--- config.mk ---
export PLATFORM = sky130hd
export DESIGN_NAME = jtdd_gfx_rom
export DESIGN_NICKNAME = d
export VERILOG_FILES = /design/src/rtl/jtdd_gfx_rom_pkg.sv /design/src/rtl/jtdd_rom_cache1.sv /design/src/rtl/jtdd_gfx_rom.sv
export SDC_FILE = /design/constraint.sdc
export NUM_CORES = 1
export LEC_CHECK = 0
export ABC_CLOCK_PERIOD_IN_PS = 3630
export BUFFER_PORTS_ARGS = -buffer_cell sky130_fd_sc_hd__buf_2
export CAP_MARGIN = 20
export CELL_PAD_IN_SITES_DETAIL_PLACEMENT = 1
export CELL_PAD_IN_SITES_GLOBAL_PLACEMENT = 1
export CORE_MARGIN = 2
export CORE_UTILIZATION = 35
export DETAILED_ROUTE_END_ITERATION = 12
export PLACE_DENSITY_LB_ADDON = 0.1
export REMOVE_ABC_BUFFERS = 1
export SLEW_MARGIN = 25
export SYNTH_ARGS = -nofsm -noshare
export SYNTH_HDL_FRONTEND = slang
export SYNTH_SLANG_ARGS = --single-unit
--- constraint.sdc ---
create_clock -name clk -period 3.63 [get_ports clk]
set_input_delay 0.5445 -clock clk [delete_from_list [all_inputs] [get_ports clk]]
set_output_delay 0.5445 -clock clk [all_outputs]
set_load 0.02 [all_outputs]
--- src/rtl/jtdd_gfx_rom_pkg.sv ---
// Shared encodings for the graphics ROM responder: client slot indices and
// fetch FSM states, plus the slot rotation helper used by the arbiter.
package jtdd_gfx_rom_pkg;

    typedef enum logic [1:0] {
        SLOT_CHAR = 2'd0,
        SLOT_SCR  = 2'd1,
        SLOT_OBJ  = 2'd2
    } slot_e;

    typedef enum logic [1:0] {
        IDLE = 2'd0,
        REQ  = 2'd1,
        WAIT = 2'd2
    } state_e;

    localparam int NSLOT = 3;

    function automatic slot_e slot_next(input slot_e s);
        case (s)
            SLOT_CHAR: return SLOT_SCR;
            SLOT_SCR:  return SLOT_OBJ;
            default:   return SLOT_CHAR;
        endcase
    endfunction

endpackage

--- src/rtl/jtdd_rom_cache1.sv ---
// One-word tag/data/valid holder for a single ROM client; ok is combinational
// against the address the client is presenting right now.
module jtdd_rom_cache1 #(
    parameter int AW = 14
) (
    input  logic          clk,
    input  logic          rst,
    input  logic          i_clr,
    input  logic [AW-1:0] i_addr,
    input  logic          i_we,
    input  logic [AW-1:0] i_wtag,
    input  logic [15:0]   i_wdata,
    output logic [15:0]   o_data,
    output logic          o_ok
);
    logic          r_valid;
    logic [AW-1:0] r_tag;
    logic [15:0]   r_data;

    // Clear wins over a same-cycle write so fills during a download are dropped.
    always_ff @(posedge clk) begin
        if (rst) begin
            r_valid <= 1'b0;
            r_tag   <= '0;
            r_data  <= '0;
        end else begin
            if (i_we) begin
                r_tag   <= i_wtag;
                r_data  <= i_wdata;
                r_valid <= 1'b1;
            end
            if (i_clr) r_valid <= 1'b0;
        end
    end

    assign o_data = r_data;
    assign o_ok   = r_valid & (r_tag == i_addr) & ~i_clr;

endmodule

--- src/rtl/jtdd_gfx_rom.sv ---
// Graphics ROM responder: three one-word client caches sharing one SDRAM read
// port through a rotating-priority arbiter and a REQ/ack/data_rdy FSM.
module jtdd_gfx_rom
    import jtdd_gfx_rom_pkg::*;
#(
    parameter logic [21:0] CHAR_OFFSET = 22'h00000,
    parameter logic [21:0] SCR_OFFSET  = 22'h10000,
    parameter logic [21:0] OBJ_OFFSET  = 22'h30000
) (
    input  logic        clk,
    input  logic        rst,
    input  logic        downloading,
    input  logic [14:0] char_addr,
    output logic [7:0]  char_data,
    output logic        char_ok,
    input  logic [16:0] scr_addr,
    output logic [15:0] scr_data,
    output logic        scr_ok,
    input  logic [17:0] obj_addr,
    output logic [15:0] obj_data,
    output logic        obj_ok,
    output logic [21:0] sdram_addr,
    output logic        sdram_req,
    input  logic        sdram_ack,
    input  logic        data_rdy,
    input  logic [15:0] sdram_dout
);
    state_e      r_state, w_state_nx;
    slot_e       r_slot, r_last, w_pick, w_cand;
    logic [17:0] r_tag;
    logic [21:0] r_sdram_addr;
    logic [21:0] w_word, w_off;
    logic [2:0]  w_ok, w_miss;
    logic        w_any, w_fill;
    logic [15:0] w_char_word;

    jtdd_rom_cache1 #(.AW(14)) u_char (
        .clk(clk), .rst(rst), .i_clr(downloading), .i_addr(char_addr[14:1]),
        .i_we(w_fill && r_slot == SLOT_CHAR), .i_wtag(r_tag[13:0]), .i_wdata(sdram_dout),
        .o_data(w_char_word), .o_ok(w_ok[SLOT_CHAR])
    );
    jtdd_rom_cache1 #(.AW(17)) u_scr (
        .clk(clk), .rst(rst), .i_clr(downloading), .i_addr(scr_addr),
        .i_we(w_fill && r_slot == SLOT_SCR), .i_wtag(r_tag[16:0]), .i_wdata(sdram_dout),
        .o_data(scr_data), .o_ok(w_ok[SLOT_SCR])
    );
    jtdd_rom_cache1 #(.AW(18)) u_obj (
        .clk(clk), .rst(rst), .i_clr(downloading), .i_addr(obj_addr),
        .i_we(w_fill && r_slot == SLOT_OBJ), .i_wtag(r_tag), .i_wdata(sdram_dout),
        .o_data(obj_data), .o_ok(w_ok[SLOT_OBJ])
    );

    assign char_data = char_addr[0] ? w_char_word[15:8] : w_char_word[7:0];
    assign char_ok   = w_ok[SLOT_CHAR];
    assign scr_ok    = w_ok[SLOT_SCR];
    assign obj_ok    = w_ok[SLOT_OBJ];
    assign w_miss    = ~w_ok & {3{~downloading}};

    // Search starts at the slot after the one served last.
    always_comb begin
        w_any  = 1'b0;
        w_cand = slot_next(r_last);
        w_pick = w_cand;
        for (int i = 0; i < NSLOT; i++) begin
            if (!w_any && w_miss[w_cand]) begin
                w_pick = w_cand;
                w_any  = 1'b1;
            end
            w_cand = slot_next(w_cand);
        end
    end

    always_comb begin
        case (w_pick)
            SLOT_CHAR: begin w_word = {8'd0, char_addr[14:1]}; w_off = CHAR_OFFSET; end
            SLOT_SCR:  begin w_word = {5'd0, scr_addr};        w_off = SCR_OFFSET;  end
            default:   begin w_word = {4'd0, obj_addr};        w_off = OBJ_OFFSET;  end
        endcase
    end

    always_comb begin
        w_state_nx = r_state;
        w_fill     = 1'b0;
        case (r_state)
            IDLE: if (w_any) w_state_nx = REQ;
            REQ: begin
                if (sdram_ack) begin
                    w_fill     = data_rdy;
                    w_state_nx = data_rdy ? IDLE : WAIT;
                end
            end
            WAIT: begin
                if (data_rdy) begin
                    w_fill     = 1'b1;
                    w_state_nx = IDLE;
                end
            end
            default: w_state_nx = IDLE;
        endcase
    end

    always_ff @(posedge clk) begin
        if (rst) begin
            r_state      <= IDLE;
            r_slot       <= SLOT_CHAR;
            r_last       <= SLOT_OBJ;
            r_tag        <= '0;
            r_sdram_addr <= '0;
        end else begin
            r_state <= w_state_nx;
            if (r_state == IDLE && w_any) begin
                r_slot       <= w_pick;
                r_last       <= w_pick;
                r_tag        <= w_word[17:0];
                r_sdram_addr <= w_off + w_word;
            end
        end
    end

    assign sdram_req  = (r_state == REQ);
    assign sdram_addr = r_sdram_addr;

endmodule

==> run summary, run 1 <==
Initial antenna violation count -> 2
Crit path buf inv count -> 1
Clock Tree Buf Depth -> 2
Synth Area in Simple Gates -> 0.226
Die H -> 133 um
Leak Pwr -> 2.81 nW
GRT overflow -> 0
CTS tree -> done
Vias in the first global route -> 5735
Critical Path Max Stage Delay -> 0.54 ns
Die area -> 17600 um^2
Dpl cell area -> 6550 um^2
I/O Pins -> 137
Worst hold path class -> input port to flip-flop
Drt first-iter violations -> 227
Clock Latency Late Sink -> 0.41 ns
Critical-path top delay cell -> or4_1
Drt pass-1 iters -> 4
CTS Buf Count -> 17
Post-synthesis mux area share -> 0.0190
PortBufs -> 133
Synth Instances -> 738
Detailed-route via count -> 5517
CP delay by family, top -> simple AND/OR/NAND/NOR gates
Routed WL per cell -> 18.4 um
R2R depth -> 12
CP endpoint kind -> flip-flop
Power Dens Cells -> 491 nW/um^2
Width of the die -> 133 um
Critical R2R Launch -> u_scr.r_tag[13]$_SDFFE_PP0P_
Worst path cell trace -> xor2_1 > or4_1 > nor3_2 > and4_1 > a311oi_1 > a31oi_2 > a2bb2oi_1 > inv_1 > ha_1 > ha_1 > mux2i_1 > nor2_1
Req. time, crit path -> 3.92 ns
Synthesized flop and latch total -> 126
GP Congestion -> 0.872
Htree depth -> 4
Synthesized area per cell -> 7.85 um^2
Post-Synth XOR/XNOR Area -> 0.0756
Final period utilization -> 0.836
Min cycle time layout -> 3.03 ns
Synth Area in Adders -> 0.0108
FF+latch area -> 2520 um^2
Final ANT Viol Nets -> 0
Worst Tran Pin Value -> 0.827 ns
WL final -> 19800 um
Worst path depth -> 12
Gr usage total -> 0.229
Clock Pin Slew Worst Setup and Hold Paths -> 0.06 ns
Arr. time, crit path -> 3.32 ns
FILL cells -> 1993
Max-slew headroom -> 0.449
Cell mode on critical path -> ha_1
Starting density of the core -> 0.353
Cts repair resizes -> 0
Syn-to-layout area delta -> 23.0%
Largest net degree at the start of global routing -> 75
Post-Route Setup TNS -> 0 ns
Post-synth top flop -> dfxtp_1
First-pass GRT wire length -> 31400 um
Ys async rst share -> 0
Clock Skews -> 0.00983 ns
Main combinational cell family by area after synthesis -> simple AND/OR/NAND/NOR gates
RR Endpoint -> sdram_addr[17]$_SDFFE_PP0P_
Final Instance Area -> 7130 um^2
RSZ-0062 raised after global routing -> no
Hold_buf cts -> 0
FMAX -> 330 MHz
CTS Sinks -> 126
Synthesized area -> 5790 um^2
Row cnt -> 47
Post-synthesis cell type count -> 47
Critical path origin -> u_scr.r_tag[13]$_SDFFE_PP0P_
Overall Power -> 3.50 mW
Nets -> 917
CP Capture Point -> sdram_addr[17]$_SDFFE_PP0P_
Max-slew violations -> 0
Root buffer cell -> clkbuf_16
Startpoint types -> flip-flop
Peak VDD IR -> 0.327 mV
Setup violators final -> 0
YS warnings -> 0
Post-CTS Setup Inserts -> 0
Final Hold Slack -> 0.385 ns
Via-to-Cell Ratio -> 5.15
Footprint of the multi-input gates -> 2880 um^2
Final Hold Vio Count -> 0
Kind of critical path -> flip-flop to flip-flop
Layout cells sized above 1 -> 0.224
Flop2flop setup slack -> 0.60 ns
Core area -> 16400 um^2
DP HPWL -> 13800 um
Status -> finished clean
Post-synthesis sequential area ratio -> 0.435
# DRC -> 0
Max-cap violations -> 0
CP max FO -> 3
Complex-gate fraction of the synthesized area -> 0.161
EDFF count, synth -> 0
how the worst min path moves through the flow:
stage / start / to / slack, ns / depth (start not counted)
floorplan: r_tag[17]$_SDFFE_PP0P_ / u_obj.r_tag[17]$_SDFFE_PP0P_ / 0.43 / 2
global placement: u_char.o_data[3]$_SDFFE_PP0P_ / u_char.o_data[3]$_SDFFE_PP0P_ / 0.44 / 2
detailed placement: u_obj.o_data[0]$_SDFFE_PP0P_ / u_obj.o_data[0]$_SDFFE_PP0P_ / 0.45 / 2
CTS: data_rdy / r_state[1]$_SDFFE_PP0P_ / 0.37 / 2
global route: data_rdy / r_state[1]$_SDFFE_PP0P_ / 0.39 / 2
finish: char_addr[8] / r_tag[7]$_SDFFE_PP0P_ / 0.38 / 2
cell usage after synthesis (3+ instances only):
cell | n | area, um^2
nand4_1 | 18 | 113
dfxtp_1 | 126 | 2520
o21ai_0 | 7 | 35.0
nand3_1 | 14 | 70.1
buf_4 | 20 | 150
xnor2_1 | 44 | 385
nor2_1 | 42 | 158
nand2b_1 | 6 | 37.5
buf_2 | 3 | 15.0
o211ai_1 | 5 | 37.5
a21oi_1 | 100 | 500
a2bb2oi_1 | 10 | 87.6
inv_1 | 20 | 75.1
nand2_1 | 201 | 754
a311oi_1 | 13 | 114
and2_1 | 5 | 31.3
nor3_1 | 7 | 35.0
a211oi_1 | 3 | 22.5
mux2_2 | 8 | 90.1
xor2_1 | 6 | 52.6
ha_1 | 5 | 62.6
a22o_1 | 5 | 43.8
clkbuf_1 | 39 | 146
layout by cell type (no fill, tap or decap), drive strengths merged, types with 7 or more instances in the layout:
cell / Yosys / routed
a21oi: 100 / 100
a2bb2oi: 10 / 10
a311oi: 14 / 14
buf: 26 / 147
clkbuf: 39 / 22
dfxtp: 126 / 126
inv: 20 / 20
mux2: 8 / 8
nand2: 201 / 201
nand3: 14 / 14
nand4: 18 / 18
nor2: 42 / 42
nor3: 8 / 8
o21ai: 7 / 7
xnor2: 44 / 44
registers in the layout, summed over array words and instances (netlist names), 2 cells and up:
register       count
u_obj.r_tag       18
u_obj.o_data      16
u_scr.r_tag       17
r_slot             2
u_scr.o_data      16
r_state            2
sdram_addr         3
r_tag             18
u_char.o_data     16
u_char.r_tag      14
worst register-to-register path: cells and delay by family, from the launching register on:
kind / cells / cell delay (ns)
mux: 1 / 0.13
compound gates: 3 / 0.65
buf+inv: 1 / 0.07
simple gates: 4 / 1.08
flops: 1 / 0.34
xor+xnor: 1 / 0.17
fa+ha+maj: 2 / 0.47
logic make-up after synthesis:
| group | after synthesis |
|---|---|
| muxes | 10 |
| other | 1 |
| adders and majority gates | 5 |
| buffers and inverters | 85 |
| AOI/OAI and AO/OA | 153 |
| DFF | 126 |
| and+or+nand+nor | 308 |
| xor gates and xnor gates | 50 |
metal layers:
metal,vias to the layer above,global-route usage,share of wire
met1,2698,0.278,0.44
li1,2654,-,-
met4,2,0.0783,0.018
met3,29,0.0567,0.049
met5,-,0,0.00066
met2,134,0.397,0.49
metrics by stage:
step                      instances  utilization  setup WS, ns
after floorplan                 675            -         0.206
after global placement         1042        0.399         0.362
after detailed placement       1042        0.399         0.269
after CTS                      1071        0.434         0.598
after global routing           1071        0.434         0.433
final                          1072        0.434         0.595
cell type report:
| cell class | instances | area share |
|---|---|---|
| clock buffer | 22 | 0.0679 |
| inverter | 20 | 0.0105 |
| antenna | 1 | 0.000351 |
| clock inverter | 7 | 0.0123 |
| sequential | 126 | 0.354 |
| timing repair buffer | 147 | 0.112 |
| tap | 220 | 0.0386 |
| multi-input combinational | 529 | 0.404 |
power by group:
| group | internal, mW | switching [mW] |
|---|---|---|
| Clock | 1.07 | 0.606 |
| Combinational | 0.139 | 0.229 |
| Sequential | 1.42 | 0.0401 |
(Power assumes the default switching activity.)
==> run 2: changes to the inputs <==
--- a/config.mk
+++ b/config.mk
@@ -5,7 +5,7 @@
 export SDC_FILE = /design/constraint.sdc
 export NUM_CORES = 1
 export LEC_CHECK = 0
-export ABC_CLOCK_PERIOD_IN_PS = 3630
+export ABC_CLOCK_PERIOD_IN_PS = 3000
 export BUFFER_PORTS_ARGS = -buffer_cell sky130_fd_sc_hd__buf_2
 export CAP_MARGIN = 20
 export CELL_PAD_IN_SITES_DETAIL_PLACEMENT = 1
==> constraint.sdc (replaced) <==
create_clock -name clk -period 3 [get_ports clk]
set_input_delay 0.45 -clock clk [delete_from_list [all_inputs] [get_ports clk]]
set_output_delay 0.45 -clock clk [all_outputs]
set_load 0.02 [all_outputs]
==> run summary, run 2 (synthesis results as in run 1) <==
CTS tree -> done
Syn-to-layout area delta -> 28.8%
DP HPWL -> 14800 um
Worst Tran Pin Value -> 0.651 ns
Clock Latency Late Sink -> 0.43 ns
WL final -> 20800 um
Final ANT Viol Nets -> 0
Placement Setup Slack -> -0.198 ns
Power Dens Cells -> 612 nW/um^2
Status -> finished clean
Min cycle time layout -> 2.89 ns
Leak Pwr -> 2.99 nW
First-pass GRT wire length -> 32700 um
FMAX -> 346 MHz
Max-slew headroom -> 0.565
# DRC -> 0
CP endpoint kind -> flip-flop
Vias in the first global route -> 5895
Startpoint types -> flip-flop
Kind of critical path -> flip-flop to flip-flop
Most frequent cells in the layout -> nand2_1, buf_2, dfxtp_1, a21oi_1, xnor2_1
Clock Pin Slew Worst Setup and Hold Paths -> 0.06 ns
Drt pass-1 iters -> 4
Die area -> 17600 um^2
Clock Skews -> 0.00597 ns
R2R depth -> 12
Critical Path Max Stage Delay -> 0.35 ns
RSZ-0062 raised after global routing -> no
Hold Path Depth -> 2
Detailed-route via count -> 5650
Final Hold Vio Count -> 0
Max-slew violations -> 0
Worst hold path class -> input port to flip-flop
Clock Tree Buf Depth -> 2
GRT overflow -> 0
Die H -> 133 um
Critical R2R Launch -> u_obj.r_tag[7]$_SDFFE_PP0P_
CP max FO -> 3
Critical-path top delay cell -> a211o_2
Core area -> 16400 um^2
Most common cell after layout, fill and taps aside -> nand2_1
Min-delay src -> data_rdy
Arr. time, crit path -> 3.19 ns
Crit path setup slack, layout -> 0.114 ns
Post-CTS Setup Inserts -> 0
Hold EP -> r_state[1]$_SDFFE_PP0P_
Initial antenna violation count -> 1
Nets -> 944
RR Endpoint -> sdram_addr[17]$_SDFFE_PP0P_
Req. time, crit path -> 3.30 ns
# diodes -> 0
Peak VDD IR -> 0.404 mV
GP Congestion -> 0.902
Width of the die -> 133 um
Gr usage total -> 0.243
Final Hold Slack -> 0.245 ns
PortBufs -> 133
Root buffer cell -> clkbuf_16
CTS Sinks -> 126
Drt first-iter violations -> 245
Setup violators final -> 0
CTS Buf Count -> 17
Layout cells sized above 1 -> 0.257
Starting density of the core -> 0.353
Flop2flop setup slack -> 0.11 ns
Largest net degree at the start of global routing -> 78
Final period utilization -> 0.962
I/O Pins -> 137
Max-cap violations -> 0
Row cnt -> 47
Routed WL per cell -> 18.9 um
CP delay by family, top -> simple AND/OR/NAND/NOR gates
Cell mode on critical path -> ha_1
Crit path buf inv count -> 1
Worst path cell trace -> xnor2_1 > nand4_1 > nor2_2 > nand3_1 > a211o_2 > or2_2 > a2bb2oi_1 > inv_1 > ha_1 > ha_1 > mux2i_1 > nor2_1
Htree depth -> 4
Largest registers -> r_tag x18, u_obj.r_tag x18, u_scr.r_tag x17
Via-to-Cell Ratio -> 5.13
## run 2: cell count changes in the layout (fill, tap and decap cells not counted), moves of 2 or more
cell | previous run | this run
buf_4 | 13 | 39
nor2_1 | 42 | 40
clkinv_2 | 4 | 2
xnor2_2 | 0 | 3
bufinv_16 | 2 | 5
xnor2_1 | 44 | 41
nor2_2 | 0 | 2
## run 2: worst max path at each step
stage / from / slack [ns] / depth (start not counted) / to
2_1_floorplan: scr_addr[13] / -0.33 / 12 / sdram_addr[18]$_SDFFE_PP0P_
3_3_place_gp: obj_addr[12] / -0.16 / 14 / sdram_addr[17]$_SDFFE_PP0P_
3_5_place_dp: scr_addr[11] / -0.20 / 13 / sdram_addr[17]$_SDFFE_PP0P_
4_1_cts: u_scr.r_tag[11]$_SDFFE_PP0P_ / 0.05 / 12 / sdram_addr[17]$_SDFFE_PP0P_
5_1_grt: u_scr.r_tag[7]$_SDFFE_PP0P_ / 0.002 / 12 / sdram_addr[17]$_SDFFE_PP0P_
6_report: u_obj.r_tag[7]$_SDFFE_PP0P_ / 0.11 / 12 / sdram_addr[17]$_SDFFE_PP0P_
## run 2: timing repair
action	4_1_cts	5_1_grt
endpoints found under the setup margin	0	2
hold buffers	0	0
resized for setup	0	7
## run 2: layout make-up
class                           instances  area [um^2]
Tap cell                              220          275
Timing Repair Buffer                  174         1010
Fill cell                            2071         8950
Inverter                               20         75.1
Sequential cell                       126         2520
Multi-Input combinational cell        529         2920
Clock inverter                         10          184
Clock buffer                           22          474
## run 2: per-layer routing
layer / share of wire / vias to the layer above / global-route usage / routed length [um]
met1: 0.43 / 2754 / 0.292 / 8900
met2: 0.49 / 151 / 0.412 / 10100
met3: 0.054 / 36 / 0.0602 / 1120
met5: 0 / - / 0 / 0
li1: - / 2709 / - / -
met4: 0.032 / 0 / 0.102 / 664
## run 2: through the flow
step                power [mW]  utilization  TNS (ns)  std cells  cell area [um^2]
floorplan                 2.01            -     -1.91        675              5460
global placement          2.26        0.413    -0.233       1069              6770
detailed placement        2.28        0.413     -1.05       1069              6770
CTS                       4.60        0.453         0       1101              7430
global route              4.73        0.455         0       1101              7460
finish                    4.57        0.455         0       1101              7460
## run 2: power by group
group | total (mW) | internal (mW) | switching [mW] | leakage (nW)
Combinational | 0.480 | 0.190 | 0.290 | 1.66
Sequential | 1.76 | 1.71 | 0.0484 | 1.02
Clock | 2.32 | 1.54 | 0.784 | 0.316
==> run 3: changes to the inputs <==
--- a/config.mk
+++ b/config.mk
@@ -5,7 +5,7 @@
 export SDC_FILE = /design/constraint.sdc
 export NUM_CORES = 1
 export LEC_CHECK = 0
-export ABC_CLOCK_PERIOD_IN_PS = 3000
+export ABC_CLOCK_PERIOD_IN_PS = 3500
 export BUFFER_PORTS_ARGS = -buffer_cell sky130_fd_sc_hd__buf_2
 export CAP_MARGIN = 20
 export CELL_PAD_IN_SITES_DETAIL_PLACEMENT = 1
==> constraint.sdc (replaced) <==
create_clock -name clk -period 3.5 [get_ports clk]
set_input_delay 0.525 -clock clk [delete_from_list [all_inputs] [get_ports clk]]
set_output_delay 0.525 -clock clk [all_outputs]
set_load 0.02 [all_outputs]
==> run summary, run 3 (synthesis results as in run 1) <==
Status -> finished clean
GP Congestion -> 0.918
Root buffer cell -> clkbuf_16
Peak VDD IR -> 0.335 mV
Cts repair resizes -> 0
RSZ-0062 raised after global routing -> no
Worst Tran Pin Value -> 0.809 ns
CP max FO -> 7
Vias in the first global route -> 5739
Syn-to-layout area delta -> 24.2%
Final Non-Filler Cells -> 1076
Worst path cell trace -> xnor2_1 > nand4_1 > or3_1 > a2111oi_0 > a211o_2 > or2_2 > a2bb2oi_1 > inv_1 > ha_1 > ha_1 > mux2i_1 > nor2_1
Power Dens Cells -> 531 nW/um^2
Leak Pwr -> 2.83 nW
Die area -> 17600 um^2
Gr usage total -> 0.231
Final Instance Area -> 7200 um^2
Clock Tree Buf Depth -> 2
Clock Skews -> 0.00664 ns
FILL cells -> 2013
PortBufs -> 133
Final period utilization -> 0.877
Most common cell after layout, fill and taps aside -> nand2_1
Kind of critical path -> flip-flop to flip-flop
Layout cells sized above 1 -> 0.227
Largest registers -> r_tag x18, u_obj.r_tag x18, u_scr.r_tag x17
CP delay by family, top -> compound AO/OA/AOI/OAI gates
Min cycle time layout -> 3.07 ns
# DRC -> 0
Placement Setup Slack -> 0.192 ns
Width of the die -> 133 um
Post-CTS Setup Inserts -> 0
Busiest grt layer -> met2
GRT overflow -> 0
Grt met1 use -> 0.279
Post-Route Setup TNS -> 0 ns
Final ANT Viol Nets -> 0
Worst hold path class -> input port to flip-flop
Overall Power -> 3.82 mW
Core area -> 16400 um^2
Critical Path Max Stage Delay -> 0.61 ns
FMAX -> 326 MHz
First-pass GRT wire length -> 31500 um
CTS tree -> done
Final Hold Vio Count -> 0
Placed instance count -> 1043
CP endpoint kind -> flip-flop
Crit path buf inv count -> 1
Arr. time, crit path -> 3.37 ns
Most frequent cells in the layout -> nand2_1, buf_2, dfxtp_1, a21oi_1, xnor2_1
M2 GR Usage -> 0.394
Htree depth -> 4
WL final -> 20000 um
Die H -> 133 um
Hold_buf cts -> 0
Max-cap violations -> 0
Routed WL per cell -> 18.6 um
I/O Pins -> 137
Drt pass-1 iters -> 4
Max-slew headroom -> 0.461
Critical-path top delay cell -> a2111oi_0
Dpl cell area -> 6550 um^2
Setup violators final -> 0
DP HPWL -> 14000 um
Req. time, crit path -> 3.80 ns
CTS Buf Count -> 17
Nets -> 918
CTS Sinks -> 126
Starting density of the core -> 0.353
Drt first-iter violations -> 265
Startpoint types -> flip-flop
Row cnt -> 47
Met3 Use GR -> 0.0678
Via-to-Cell Ratio -> 5.13
Cell mode on critical path -> ha_1
Initial antenna violation count -> 2
Detailed-route via count -> 5521
Max-slew violations -> 0
Clock Latency Late Sink -> 0.41 ns
Clock Pin Slew Worst Setup and Hold Paths -> 0.06 ns
Largest net degree at the start of global routing -> 75
Crit path setup slack, layout -> 0.432 ns
[run 3: layer usage]
metal	vias up	share of wire
met4	0	0.024
met2	166	0.49
met1	2661	0.42
met5	-	0
met3	35	0.070
li1	2659	-
[run 3: path summary, 6_finish.rpt]
| kind | slack [ns] | cells past startpoint | to | from |
|---|---|---|---|---|
| min reg2reg | 0.45 | 2 | u_char.o_data[2]$_SDFFE_PP0P_ | u_char.o_data[2]$_SDFFE_PP0P_ |
| max reg2reg | 0.43 | 12 | sdram_addr[17]$_SDFFE_PP0P_ | u_scr.r_tag[10]$_SDFFE_PP0P_ |
| min | 0.35 | 2 | r_state[1]$_SDFFE_PP0P_ | data_rdy |
| max | 0.43 | 12 | sdram_addr[17]$_SDFFE_PP0P_ | u_scr.r_tag[10]$_SDFFE_PP0P_ |
[run 3: final cells by class]
type                    count  area [um^2]  share of cell area
clock inverters             9          156              0.0217
well taps                 220          275              0.0383
flip-flops and latches    126         2520               0.351
diodes                      1         2.50            0.000348
inverters                  20         75.1              0.0104
repair buffers            148          793               0.110
clock buffers              23          488              0.0678
multi-input cells         529         2880               0.401
[run 3: through the flow]
| stage | utilization | hold WS, ns |
|---|---|---|
| 2_1_floorplan | - | 0.426 |
| 3_3_place_gp | 0.399 | 0.439 |
| 3_5_place_dp | 0.399 | 0.447 |
| 4_1_cts | 0.438 | 0.334 |
| 5_1_grt | 0.438 | 0.346 |
| 6_report | 0.439 | 0.351 |
[run 3: power breakdown]
part | leakage [nW] | switching [mW] | internal, mW
sequential | 1.02 | 0.0427 | 1.47
combinational | 1.51 | 0.240 | 0.143
clock | 0.306 | 0.655 | 1.27
total | 2.83 | 0.938 | 2.88
